## config.mk

```make
export PLATFORM = sky130hd
export DESIGN_NAME = tpu_loader
export DESIGN_NICKNAME = d
export VERILOG_FILES = /design/src/rtl/tpu_loader.sv
export SDC_FILE = /design/constraint.sdc
export NUM_CORES = 1
export LEC_CHECK = 0
export BUFFER_PORTS_ARGS = -buffer_cell sky130_fd_sc_hd__buf_4
export CORE_MARGIN = 2
export CORE_UTILIZATION = 52
export CTS_CLUSTER_DIAMETER = 80
export CTS_CLUSTER_SIZE = 28
export DETAILED_ROUTE_END_ITERATION = 12
export PLACE_DENSITY = 0.85
export SLEW_MARGIN = 25
export SYNTH_ARGS = -nofsm -noshare
export SYNTH_HDL_FRONTEND = slang
export SYNTH_SLANG_ARGS = --single-unit
export TNS_END_PERCENT = 100
```

## constraint.sdc

```tcl
create_clock -name clk -period 2.3 [get_ports clk]
set_input_delay 0.23 -clock clk [delete_from_list [all_inputs] [get_ports clk]]
set_output_delay 0.23 -clock clk [all_outputs]
set_load 0.02 [all_outputs]
```

## src/rtl/tpu_loader.sv

```systemverilog
// Frame sequencer between a host word stream and a convolution engine: streams the
// kernel then the matrix into the engine and queues the engine results in a small FIFO.
module tpu_loader #(
    parameter int DATA_WIDTH = 8,
    parameter int MATRIX_DIM = 32,
    parameter int CONV_DIM   = 3,
    parameter int FIFO_DEPTH = 4
) (
    input  logic                  clk,
    input  logic                  rst_n,
    input  logic                  start,
    input  logic                  in_valid,
    output logic                  in_ready,
    input  logic [DATA_WIDTH-1:0] in_data,
    output logic                  tpu_rst,
    output logic                  tpu_insert_kernal,
    output logic                  tpu_write_mode,
    output logic                  tpu_write,
    output logic                  tpu_ready,
    output logic [DATA_WIDTH-1:0] tpu_data_in,
    input  logic                  tpu_done,
    input  logic [DATA_WIDTH-1:0] tpu_data_out,
    output logic                  out_valid,
    input  logic                  out_ready,
    output logic [DATA_WIDTH-1:0] out_data,
    output logic                  busy,
    output logic                  frame_done,
    output logic                  overflow
);

    localparam int KN  = CONV_DIM * CONV_DIM;
    localparam int MN  = MATRIX_DIM * MATRIX_DIM;
    localparam int WCW = $clog2((MN > KN) ? MN : KN) + 1;
    localparam int RCW = $clog2(MN) + 1;
    localparam int AW  = $clog2(FIFO_DEPTH);
    localparam int PW  = AW + 1;

    localparam logic [WCW-1:0] K_LAST = WCW'(KN - 1);
    localparam logic [WCW-1:0] M_LAST = WCW'(MN - 1);
    localparam logic [WCW-1:0] W_ONE  = WCW'(1);
    localparam logic [RCW-1:0] R_LAST = RCW'(MN - 1);
    localparam logic [RCW-1:0] R_ONE  = RCW'(1);
    localparam logic [PW-1:0]  P_ONE  = PW'(1);
    localparam logic [PW-1:0]  P_FULL = PW'(FIFO_DEPTH);

    localparam logic [2:0] S_IDLE    = 3'd0;
    localparam logic [2:0] S_CLR     = 3'd1;
    localparam logic [2:0] S_LOAD_K  = 3'd2;
    localparam logic [2:0] S_LOAD_M  = 3'd3;
    localparam logic [2:0] S_COMPUTE = 3'd4;
    localparam logic [2:0] S_FIN     = 3'd5;

    logic [2:0]            r_state;
    logic [2:0]            w_state_nxt;
    logic [1:0]            r_rst_sync;
    logic [WCW-1:0]        r_word_cnt;
    logic [RCW-1:0]        r_res_cnt;
    logic                  r_overflow;
    logic                  r_frame_done;
    logic [DATA_WIDTH-1:0] r_mem [FIFO_DEPTH];
    logic [PW-1:0]         r_wr_ptr;
    logic [PW-1:0]         r_rd_ptr;

    logic                  w_accept;
    logic                  w_empty;
    logic                  w_full;
    logic                  w_pop;
    logic                  w_push_req;
    logic                  w_push;
    logic                  w_drop;
    logic [PW-1:0]         w_fifo_cnt;

    assign w_accept   = in_valid & in_ready;
    assign w_fifo_cnt = r_wr_ptr - r_rd_ptr;
    assign w_empty    = (r_wr_ptr == r_rd_ptr);
    assign w_full     = (w_fifo_cnt == P_FULL);
    assign w_pop      = ~w_empty & out_ready;
    assign w_push_req = (r_state == S_COMPUTE) & tpu_done;
    // A full FIFO still accepts a push when the head leaves in the same cycle.
    assign w_push     = w_push_req & (~w_full | w_pop);
    assign w_drop     = w_push_req & w_full & ~w_pop;

    assign out_valid  = ~w_empty;
    assign out_data   = r_mem[r_rd_ptr[AW-1:0]];
    assign busy       = (r_state != S_IDLE);
    assign frame_done = r_frame_done;
    assign overflow   = r_overflow;

    // Release of rst_n is only trusted after two clock edges.
    always_ff @(posedge clk or negedge rst_n) begin
        if (!rst_n) begin
            r_rst_sync <= 2'b00;
        end else begin
            r_rst_sync <= {r_rst_sync[0], 1'b1};
        end
    end

    // Engine pin and host handshake decode.
    always_comb begin
        in_ready          = 1'b0;
        tpu_rst           = 1'b0;
        tpu_insert_kernal = 1'b0;
        tpu_write_mode    = 1'b0;
        tpu_write         = 1'b0;
        tpu_ready         = 1'b0;
        tpu_data_in       = {DATA_WIDTH{1'b0}};
        case (r_state)
            S_CLR: begin
                tpu_rst = 1'b1;
            end
            S_LOAD_K: begin
                in_ready          = 1'b1;
                tpu_write_mode    = 1'b1;
                tpu_insert_kernal = 1'b1;
                tpu_write         = in_valid;
                tpu_ready         = in_valid;
                tpu_data_in       = in_data;
            end
            S_LOAD_M: begin
                in_ready       = 1'b1;
                tpu_write_mode = 1'b1;
                tpu_write      = in_valid;
                tpu_data_in    = in_data;
            end
            S_COMPUTE: begin
                tpu_ready = 1'b1;
            end
            default: begin
                tpu_rst = 1'b0;
            end
        endcase
    end

    // Next-state decode.
    always_comb begin
        w_state_nxt = r_state;
        case (r_state)
            S_IDLE: begin
                if (start && r_rst_sync[1]) begin
                    w_state_nxt = S_CLR;
                end else begin
                    w_state_nxt = S_IDLE;
                end
            end
            S_CLR: begin
                w_state_nxt = S_LOAD_K;
            end
            S_LOAD_K: begin
                if (w_accept && (r_word_cnt == K_LAST)) begin
                    w_state_nxt = S_LOAD_M;
                end else begin
                    w_state_nxt = S_LOAD_K;
                end
            end
            S_LOAD_M: begin
                if (w_accept && (r_word_cnt == M_LAST)) begin
                    w_state_nxt = S_COMPUTE;
                end else begin
                    w_state_nxt = S_LOAD_M;
                end
            end
            S_COMPUTE: begin
                if (tpu_done && (r_res_cnt == R_LAST)) begin
                    w_state_nxt = S_FIN;
                end else begin
                    w_state_nxt = S_COMPUTE;
                end
            end
            S_FIN: begin
                if (w_empty) begin
                    w_state_nxt = S_IDLE;
                end else begin
                    w_state_nxt = S_FIN;
                end
            end
            default: begin
                w_state_nxt = S_IDLE;
            end
        endcase
    end

    // State register and frame-completion pulse.
    always_ff @(posedge clk or negedge rst_n) begin
        if (!rst_n) begin
            r_state      <= S_IDLE;
            r_frame_done <= 1'b0;
        end else begin
            r_state      <= w_state_nxt;
            r_frame_done <= (r_state == S_FIN) & w_empty;
        end
    end

    // Word counter restarts at zero for the matrix phase.
    always_ff @(posedge clk or negedge rst_n) begin
        if (!rst_n) begin
            r_word_cnt <= {WCW{1'b0}};
        end else begin
            case (r_state)
                S_CLR: begin
                    r_word_cnt <= {WCW{1'b0}};
                end
                S_LOAD_K: begin
                    if (w_accept && (r_word_cnt == K_LAST)) begin
                        r_word_cnt <= {WCW{1'b0}};
                    end else if (w_accept) begin
                        r_word_cnt <= r_word_cnt + W_ONE;
                    end else begin
                        r_word_cnt <= r_word_cnt;
                    end
                end
                S_LOAD_M: begin
                    if (w_accept && (r_word_cnt != M_LAST)) begin
                        r_word_cnt <= r_word_cnt + W_ONE;
                    end else begin
                        r_word_cnt <= r_word_cnt;
                    end
                end
                default: begin
                    r_word_cnt <= r_word_cnt;
                end
            endcase
        end
    end

    // Result counter counts dropped results too; overflow is sticky until CLR.
    always_ff @(posedge clk or negedge rst_n) begin
        if (!rst_n) begin
            r_res_cnt  <= {RCW{1'b0}};
            r_overflow <= 1'b0;
        end else if (r_state == S_CLR) begin
            r_res_cnt  <= {RCW{1'b0}};
            r_overflow <= 1'b0;
        end else begin
            if (w_push_req) begin
                r_res_cnt <= r_res_cnt + R_ONE;
            end else begin
                r_res_cnt <= r_res_cnt;
            end
            if (w_drop) begin
                r_overflow <= 1'b1;
            end else begin
                r_overflow <= r_overflow;
            end
        end
    end

    // Result FIFO storage and pointers.
    always_ff @(posedge clk or negedge rst_n) begin
        if (!rst_n) begin
            r_wr_ptr <= {PW{1'b0}};
            r_rd_ptr <= {PW{1'b0}};
            for (int i = 0; i < FIFO_DEPTH; i++) begin
                r_mem[i] <= {DATA_WIDTH{1'b0}};
            end
        end else begin
            if (w_push) begin
                r_mem[r_wr_ptr[AW-1:0]] <= tpu_data_out;
                r_wr_ptr                <= r_wr_ptr + P_ONE;
            end else begin
                r_wr_ptr <= r_wr_ptr;
            end
            if (w_pop) begin
                r_rd_ptr <= r_rd_ptr + P_ONE;
            end else begin
                r_rd_ptr <= r_rd_ptr;
            end
        end
    end

endmodule

```

=== After elaboration in Yosys (flattened, before gate mapping) ===
Cells that the tools add are included.

* Word-level logic and storage cells: 85
* Output and inout port bits: 26
* Input bits: 22
* Flip-flop bits (word level): 67

* Muxes and demuxes: 26
* Bitwise gates (word level): 13
* Order comparisons: 3
* Reductions and logical operators: 13
* Add/subtract/negate cells: 5
* Equality and inequality tests: 13

{| class="wikitable"
|+ Operators by type and width
! kind !! number
|-
| $mux 11 || 5
|-
| $pmux 11 s3 || 1
|-
| $bwmux 32 || 1
|-
| $mux 8 || 4
|-
| $add 11x1->11 const B || 2
|-
| $eq 11x10->1 const B || 2
|-
| $pmux 3 s6 || 1
|-
| $bmux 8 s2 || 1
|-
| $demux 8 s2 || 1
|-
| $eq 11x4->1 const B || 1
|-
| $ne 11x10->1 const B || 1
|-
| $eq 3x3->1 const B || 3
|-
| $mux 1 || 9
|-
| $and 1x1->1 || 7
|-
| $add 3x1->3 const B || 2
|-
| $eq 3x2->1 const B || 2
|-
| $ge 3x3->1 const B || 2
|-
| $logic_and 1x1->1 || 6
|-
| $mux 3 || 2
|-
| $not 2->3 || 2
|-
| $reduce_bool 3->1 || 2
|-
| $reduce_bool 2->1 || 2
|-
| $eq 3x1->1 const B || 1
|-
| $eq 3x3->1 || 1
|-
| other kinds (10) || 12
|}

=== Depth between registers and ports, before layout ===
Gate-level depths: netlist (run 1).

* Depth after elaboration: 7
* Mapped depth: 8
* Depth with buffers taken out: 6

=== Least setup slack after synthesis (run 1) ===
OpenSTA, ideal clock, no wires.

* Path kind: register -> register
* From: register r_rd_ptr[1]
* To: register r_mem[0] (netlist bit)
* Path buffers: 2
* Slack: -129 ps
* Stages on the path, launching flop included: 9
* Data arrival time: 2304 ps
* Required time: 2175 ps
* Clock period less this slack: 2429 ps
* Library setup time: 125 ps
* Cell sequence: dfrtp_1 clkbuf_1 inv_1 ha_1 and2_0 or4b_4 buf_6 nand3_4 mux2_4

* Longest elaborated chain between the ends: 5
* Elaborated cells on any way between the ends: 8
* Classes of those cells: add/sub: 1; eq/ne: 2; bitwise: 5

{| class="wikitable"
|+ RTL lines
! item !! RTL line !! text
|-
| start: declaration || 62 || <nowiki>logic [PW-1:0] r_rd_ptr;</nowiki>
|-
| start signal: assignment || 251 || <nowiki>r_rd_ptr <= {PW{1'b0}};</nowiki>
|-
| start signal: assignment || 263 || <nowiki>r_rd_ptr <= r_rd_ptr + P_ONE;</nowiki>
|-
| start signal: assignment || 265 || <nowiki>r_rd_ptr <= r_rd_ptr;</nowiki>
|-
| $sub 3x3->3 or $eq 3x3->1 (tied branches) || 74, 75 ||
|-
| $eq 3x3->1 or $not 1->1 (tied branches) || 76, 77 ||
|-
| $not 1->1 or $and 1x1->1 (tied branches) || 80, 77 ||
|-
| $or 1x1->1 * || 80 || <nowiki>assign w_push = w_push_req & (~w_full | w_pop);</nowiki>
|-
| $and 1x1->1 * || 80 ||
|-
| end signal: indexed assignment || 253 || <nowiki>r_mem[i] <= {DATA_WIDTH{1'b0}};</nowiki>
|-
| end signal: indexed assignment || 257 || <nowiki>r_mem[r_wr_ptr[AW-1:0]] <= tpu_data_out;</nowiki>
|-
| end: declaration || 60 || <nowiki>logic [DATA_WIDTH-1:0] r_mem [FIFO_DEPTH];</nowiki>
|}

Every way passes the cells marked *; elsewhere a longest branch is shown, timed or not.
A chain may end at the register's enable or synchronous reset.

=== Worst setup path after layout (run 1) ===
* From: register r_wr_ptr[0]
* To: register r_mem[9] (netlist bit)

* Longest elaborated chain between the ends: 6
* Elaborated cells on any way between the ends: 15
* Classes of those cells: add/sub: 1; order compare: 2; eq/ne: 2; mux: 3; bitwise: 6; reduce/logical: 1

{| class="wikitable"
|+ RTL lines
! item !! RTL line !! text
|-
| start: declaration || 61 || <nowiki>logic [PW-1:0] r_wr_ptr;</nowiki>
|-
| start signal: assignment || 250 || <nowiki>r_wr_ptr <= {PW{1'b0}};</nowiki>
|-
| start signal: assignment || 258 || <nowiki>r_wr_ptr <= r_wr_ptr + P_ONE;</nowiki>
|-
| start signal: assignment || 260 || <nowiki>r_wr_ptr <= r_wr_ptr;</nowiki>
|-
| $not 2->3 (implied by the code) || 257 ||
|-
| $ge 3x3->1 (implied by the code) or $lt 3x1->1 (tied branches) || 257 ||
|-
| $logic_and 1x1->1 (implied by the code) || 257 ||
|-
| $mux 8 (implied by the code) || 257 ||
|-
| $demux 8 s2 || 257 ||
|-
| $bwmux 32 || 257 ||
|}

Several ways; a longest one is shown, not always the timed one.

==> results.json, run 1 <==
{
  "grt_max_degree": 68,
  "cts_setup_buffers": 0,
  "antenna_found_initial": 0,
  "fin_hold_ws_ns": -0.0168,
  "synth-seq-cells": 67,
  "grt_setup_unrepaired": "no",
  "layout_commonest_cell": "dfrtp_1",
  "crit_family": "simple AND/OR/NAND/NOR gates",
  "irDropWorstVdd_mv": 0.490,
  "maxCapViolCount": 0,
  "crit_chain": "inv_1 -> ha_1 -> and2b_2 -> or4b_4 -> nand3_4 -> mux2_2",
  "ios": 48,
  "required_ns": 2.54,
  "p_leak_nw": 2.02,
  "gp_congestion": 0.957,
  "wl_per_cell_microns": 16.2,
  "tightest_slew_ns": 0.834,
  "dp_hpwl_mm": 4.96,
  "finalInstanceArea_sq_mm": 0.00426,
  "placed_cells": 421,
  "area_growth_pct": 19.2,
  "routed_wl_mm": 7.07,
  "grt_pass1_vias": 2595,
  "numCtsBuffers": 9,
  "cts_buffer_depth": 2,
  "ys_types": 57,
  "clkTransAtPathRegs_ns": 0.07,
  "dieWidth_microns": 86.9,
  "worstSetupPathType": "reg2reg",
  "grt-ovfl-total": 0,
  "yosys_warnings": 0,
  "num_vias": 2528,
  "min_path_type": "in2async",
  "synthCells": 296,
  "worst_setup_path_start_kind": "flip-flop",
  "start_util": 0.532,
  "final_cell_mix": "dfrtp_1 (67), buf_4 (58), mux2_2 (27)",
  "cts_sinks": 67,
  "detail-route-antenna-nets": 0,
  "fin_crit_ns": 2.19,
  "status": "finished with violations",
  "cts_root_buffer": "clkbuf_8",
  "tns_ns": 0,
  "critPathMaxFanout": 8,
  "cts_tree": "yes",
  "core_sq_mm": 0.00672,
  "drtIter0Drc": 74,
  "layout.cells.non_filler": 437,
  "nNetsFinal": 384,
  "groute.usage.overall": 0.206,
  "dpl_cell_area_sq_mm": 0.00404,
  "final.setup_skew_ns": 0.00949,
  "h-tree-depth": 3,
  "slew_viol_final": 0,
  "antenna_cells": 0,
  "syn_area_sq_mm": 0.00357,
  "async_reset_ff_frac": 1.00,
  "port-buffer-count": 47,
  "finalCritPeriodShare": 0.952,
  "dieArea_sq_mm": 0.00755,
  "die_h_microns": 86.9,
  "drc": 0,
  "slowest_stage": "or4b_4",
  "synth_edf_count": 0,
  "crit_buf_inv": 1,
  "grt_pass1_wl_mm": 12.0,
  "violations": "negative hold slack",
  "clk_latency_ns": 0.35,
  "synth_ff_type": "dfrtp_1",
  "syn_avg_cell_area_sq_um": 12.1,
  "syn_nets": 328,
  "fmax_mhz": 457,
  "dr.pass1.iters": 4,
  "max_stage_delay_ns": 0.57,
  "drive_gt1_frac": 0.367,
  "ys_seq_area_frac": 0.469,
  "p_per_area_mw_per_mm2": 1040,
  "post_cts_resized": 0,
  "holdBufCountCts": 0,
  "arrival_ns": 2.43,
  "setup_viol": 0,
  "routed_via_density": 5.78,
  "hold_violations": 42,
  "cp-end-kind": "flip-flop",
  "row_count": 30,
  "relSlewSlack": 0.444
}
## cell families (layout without fill, tap and decap cells)
group | Yosys count | count (layout) | synth area share
other | 1 | 1 | 0.00105
adders and majority gates | 10 | 10 | 0.0350
and+or+nand+nor | 105 | 105 | 0.182
muxes | 44 | 44 | 0.172
AOI/OAI and AO/OA | 33 | 33 | 0.0746
xor gates and xnor gates | 14 | 14 | 0.0364
DFF | 67 | 67 | 0.469
buffers and inverters | 22 | 83 | 0.0301
## layer usage
metal  wire, microns  share of wire  up-vias  track usage
met5               0              0        -            0
met4              93          0.013        0       0.0909
met3             342          0.048       11       0.0351
met2            3480           0.49       67        0.342
met1            3150           0.45     1251        0.265
li1                -              -     1199            -
## cell usage after synthesis (all sizes together), types with 6 or more instances
library cell | n | share of area
nand3 | 15 | 0.036
and2 | 13 | 0.023
and3 | 7 | 0.012
buf | 6 | 0.013
xor2 | 7 | 0.017
dfrtp | 67 | 0.47
nand4 | 8 | 0.014
mux4 | 8 | 0.050
nand2 | 13 | 0.014
inv | 9 | 0.0095
ha | 10 | 0.035
mux2 | 35 | 0.12
nor2 | 19 | 0.020
xnor2 | 7 | 0.019
clkbuf | 7 | 0.0074
## layout make-up
| type | instances | area [sq um] |
|---|---|---|
| multi-input cells | 207 | 1800 |
| fillers | 508 | 2460 |
| clock inverters | 7 | 92.6 |
| inverters | 9 | 33.8 |
| flip-flops and latches | 67 | 1680 |
| repair buffers | 58 | 435 |
| clock buffers | 9 | 124 |
| well taps | 80 | 100 |
## report_power, final
| part | total (mW) | leakage (nW) | switching, mW | internal, mW |
|---|---|---|---|---|
| logic | 1.59 | 1.04 | 0.764 | 0.829 |
| clock network | 1.07 | 0.101 | 0.469 | 0.605 |
| registers | 1.75 | 0.876 | 0.271 | 1.48 |
| total | 4.42 | 2.02 | 1.50 | 2.91 |
## path summary, 6_finish.rpt
| check | start | endpoint | slack, ns | cells after the start |
|---|---|---|---|---|
| max in group asynchronous | rst_n | r_mem[25] | 1.78 | 1 |
| max reg2reg | r_wr_ptr[0] | r_mem[9] | 0.11 | 6 |
| min reg2reg | r_rst_sync[0] | r_rst_sync[1] | 0.35 | 0 |
| min | rst_n | r_mem[10] | -0.02 | 1 |
| max | r_wr_ptr[0] | r_mem[9] | 0.11 | 6 |
| min in group clk | tpu_data_out[5] | r_mem[5] | 0.13 | 2 |
## state kept, by name, summed over array words and instances, names as in the netlist
signal and count:
r_state 3, r_res_cnt 11, r_rd_ptr 3, r_word_cnt 11, frame_done 1, overflow 1, r_mem 32, r_rst_sync 2
r_wr_ptr 3
## metrics by stage
step	total power, mW	util	worst slack, ns
final	4.42	0.634	0.110
after global routing	4.66	0.634	0.0132
after CTS	4.44	0.633	0.113
after detailed placement	3.37	0.601	0.125
after global placement	3.28	0.601	0.189
after floorplan	2.84	-	0.00419
(Power assumes the default switching activity.)
==> run 2: changes to the inputs <==
Settings changed: CAP_MARGIN set to 20, CTS_BUF_LIST set to sky130_fd_sc_hd__clkbuf_16.
==> results.json, run 2 (synthesis results as in run 1) <==
{
  "largest_register_ffs": 32,
  "dp_hpwl_mm": 4.96,
  "final_cell_mix": "dfrtp_1 (67), buf_4 (58), mux2_2 (27)",
  "groute.usage.overall": 0.215,
  "routed_via_density": 5.88,
  "placed_cells": 421,
  "ios": 48,
  "arrival_ns": 2.41,
  "worst_setup_path_start_kind": "flip-flop",
  "clkTransAtPathRegs_ns": 0.05,
  "port-buffer-count": 47,
  "clk_latency_ns": 0.33,
  "dr_wl_met3_microns": 417,
  "drc": 0,
  "cts_buffer_depth": 2,
  "dieArea_sq_mm": 0.00755,
  "dr.max_layer_used": "met4",
  "top_regs": "r_mem x32, r_res_cnt x11, r_word_cnt x11",
  "finalCritPeriodShare": 0.955,
  "grt_setup_unrepaired": "no",
  "maxCapViolCount": 0,
  "min_path_type": "in2async",
  "grt_pass1_wl_mm": 12.2,
  "r2r_slack_ns": 0.10,
  "r2r-end": "r_mem[9]",
  "status": "completed",
  "timing.rr.start": "r_wr_ptr[0]",
  "holdBufCountCts": 0,
  "grt_pass1_vias": 2612,
  "finalInstanceArea_sq_mm": 0.00436,
  "regMostFlops": "r_mem",
  "nNetsFinal": 384,
  "row_count": 30,
  "power_mw": 4.82,
  "relSlewSlack": 0.450,
  "final.setup_skew_ns": 0.00747,
  "cts_tree": "yes",
  "cts_sinks": 67,
  "wl_per_cell_microns": 17.0,
  "tns_ns": 0,
  "cts_root_buffer": "clkbuf_16",
  "crit_family": "simple AND/OR/NAND/NOR gates",
  "worstSetupPathType": "reg2reg",
  "dpl_cell_area_sq_mm": 0.00404,
  "required_ns": 2.51,
  "num_vias": 2571,
  "irDropWorstVdd_mv": 0.557,
  "area_growth_pct": 22.0,
  "dr.pass1.iters": 4,
  "drive_gt1_frac": 0.367,
  "detail-route-antenna-nets": 0,
  "max_stage_delay_ns": 0.57,
  "slowest_stage": "or4b_4",
  "routed_wl_mm": 7.41,
  "grt_max_degree": 68,
  "cts_setup_buffers": 0,
  "numCtsBuffers": 9,
  "core_sq_mm": 0.00672,
  "antenna_found_initial": 0,
  "wl_met2_mm": 3.78,
  "h-tree-depth": 3,
  "grt-ovfl-total": 0,
  "cp-end-kind": "flip-flop",
  "gp_congestion": 0.957,
  "crit_buf_inv": 1,
  "wl_met1_mm": 3.09,
  "dieWidth_microns": 86.9,
  "slew_viol_final": 0,
  "p_per_area_mw_per_mm2": 1110,
  "critPathMaxFanout": 8,
  "hold_violations": 0,
  "antenna_cells": 0,
  "layout.cells.non_filler": 437,
  "crit_chain": "inv_1 -> ha_1 -> and2b_2 -> or4b_4 -> nand3_4 -> mux2_2",
  "die_h_microns": 86.9,
  "drtIter0Drc": 121,
  "setup_viol": 0,
  "fin_crit_ns": 2.20,
  "tightest_slew_ns": 0.826,
  "rr_worst_depth": 6,
  "fin_hold_ws_ns": 0.00839,
  "fmax_mhz": 455,
  "p_leak_nw": 2.06,
  "start_util": 0.532,
  "layout_commonest_cell": "dfrtp_1"
}
==> run 2: cell types whose count changed in the layout (fill, tap and decap cells not counted) <==
cell	change
clkbuf_8	-9
clkbuf_16	+9
==> run 2: power by group <==
part	internal, mW	leakage (nW)	switching, mW
registers	1.48	0.876	0.277
logic	0.830	1.04	0.782
clock network	0.943	0.147	0.509
==> run 2: worst max path at each step <==
stage / slack, ns / endpoint / depth (start not counted) / start
floorplan: 0.004 / r_mem[0] / 8 / r_rd_ptr[1]
global placement: 0.19 / r_mem[6] / 6 / r_wr_ptr[0]
detailed placement: 0.12 / r_mem[9] / 6 / r_wr_ptr[0]
CTS: 0.1 / r_mem[8] / 6 / r_wr_ptr[0]
global route: 0.009 / r_mem[8] / 6 / r_wr_ptr[0]
finish: 0.10 / r_mem[9] / 6 / r_wr_ptr[0]
==> run 2: repair_timing <==
item,4_1_cts,5_1_grt
resized for setup,0,1
hold endpoints to repair,0,0
setup endpoints to repair,0,2
==> run 2: cell type report <==
type,instances,area [sq um]
fill,491,2360
multi-input combinational,207,1800
sequential,67,1680
timing repair buffer,58,435
clock buffer,9,225
tap,80,100
clock inverter,7,92.6
inverter,9,33.8
==> run 2: routing by layer <==
| layer | track usage | up-vias |
|---|---|---|
| met5 | 0 | - |
| met4 | 0.0909 | 0 |
| met3 | 0.0464 | 15 |
| met2 | 0.364 | 82 |
| met1 | 0.268 | 1276 |
| li1 | - | 1198 |
==> run 2: per-stage QoR <==
| step | worst slack (ns) | util |
|---|---|---|
| global placement | 0.189 | 0.601 |
| finish | 0.102 | 0.649 |
| global route | 0.00945 | 0.649 |
| floorplan | 0.00419 | - |
| CTS | 0.0982 | 0.648 |
| detailed placement | 0.125 | 0.601 |
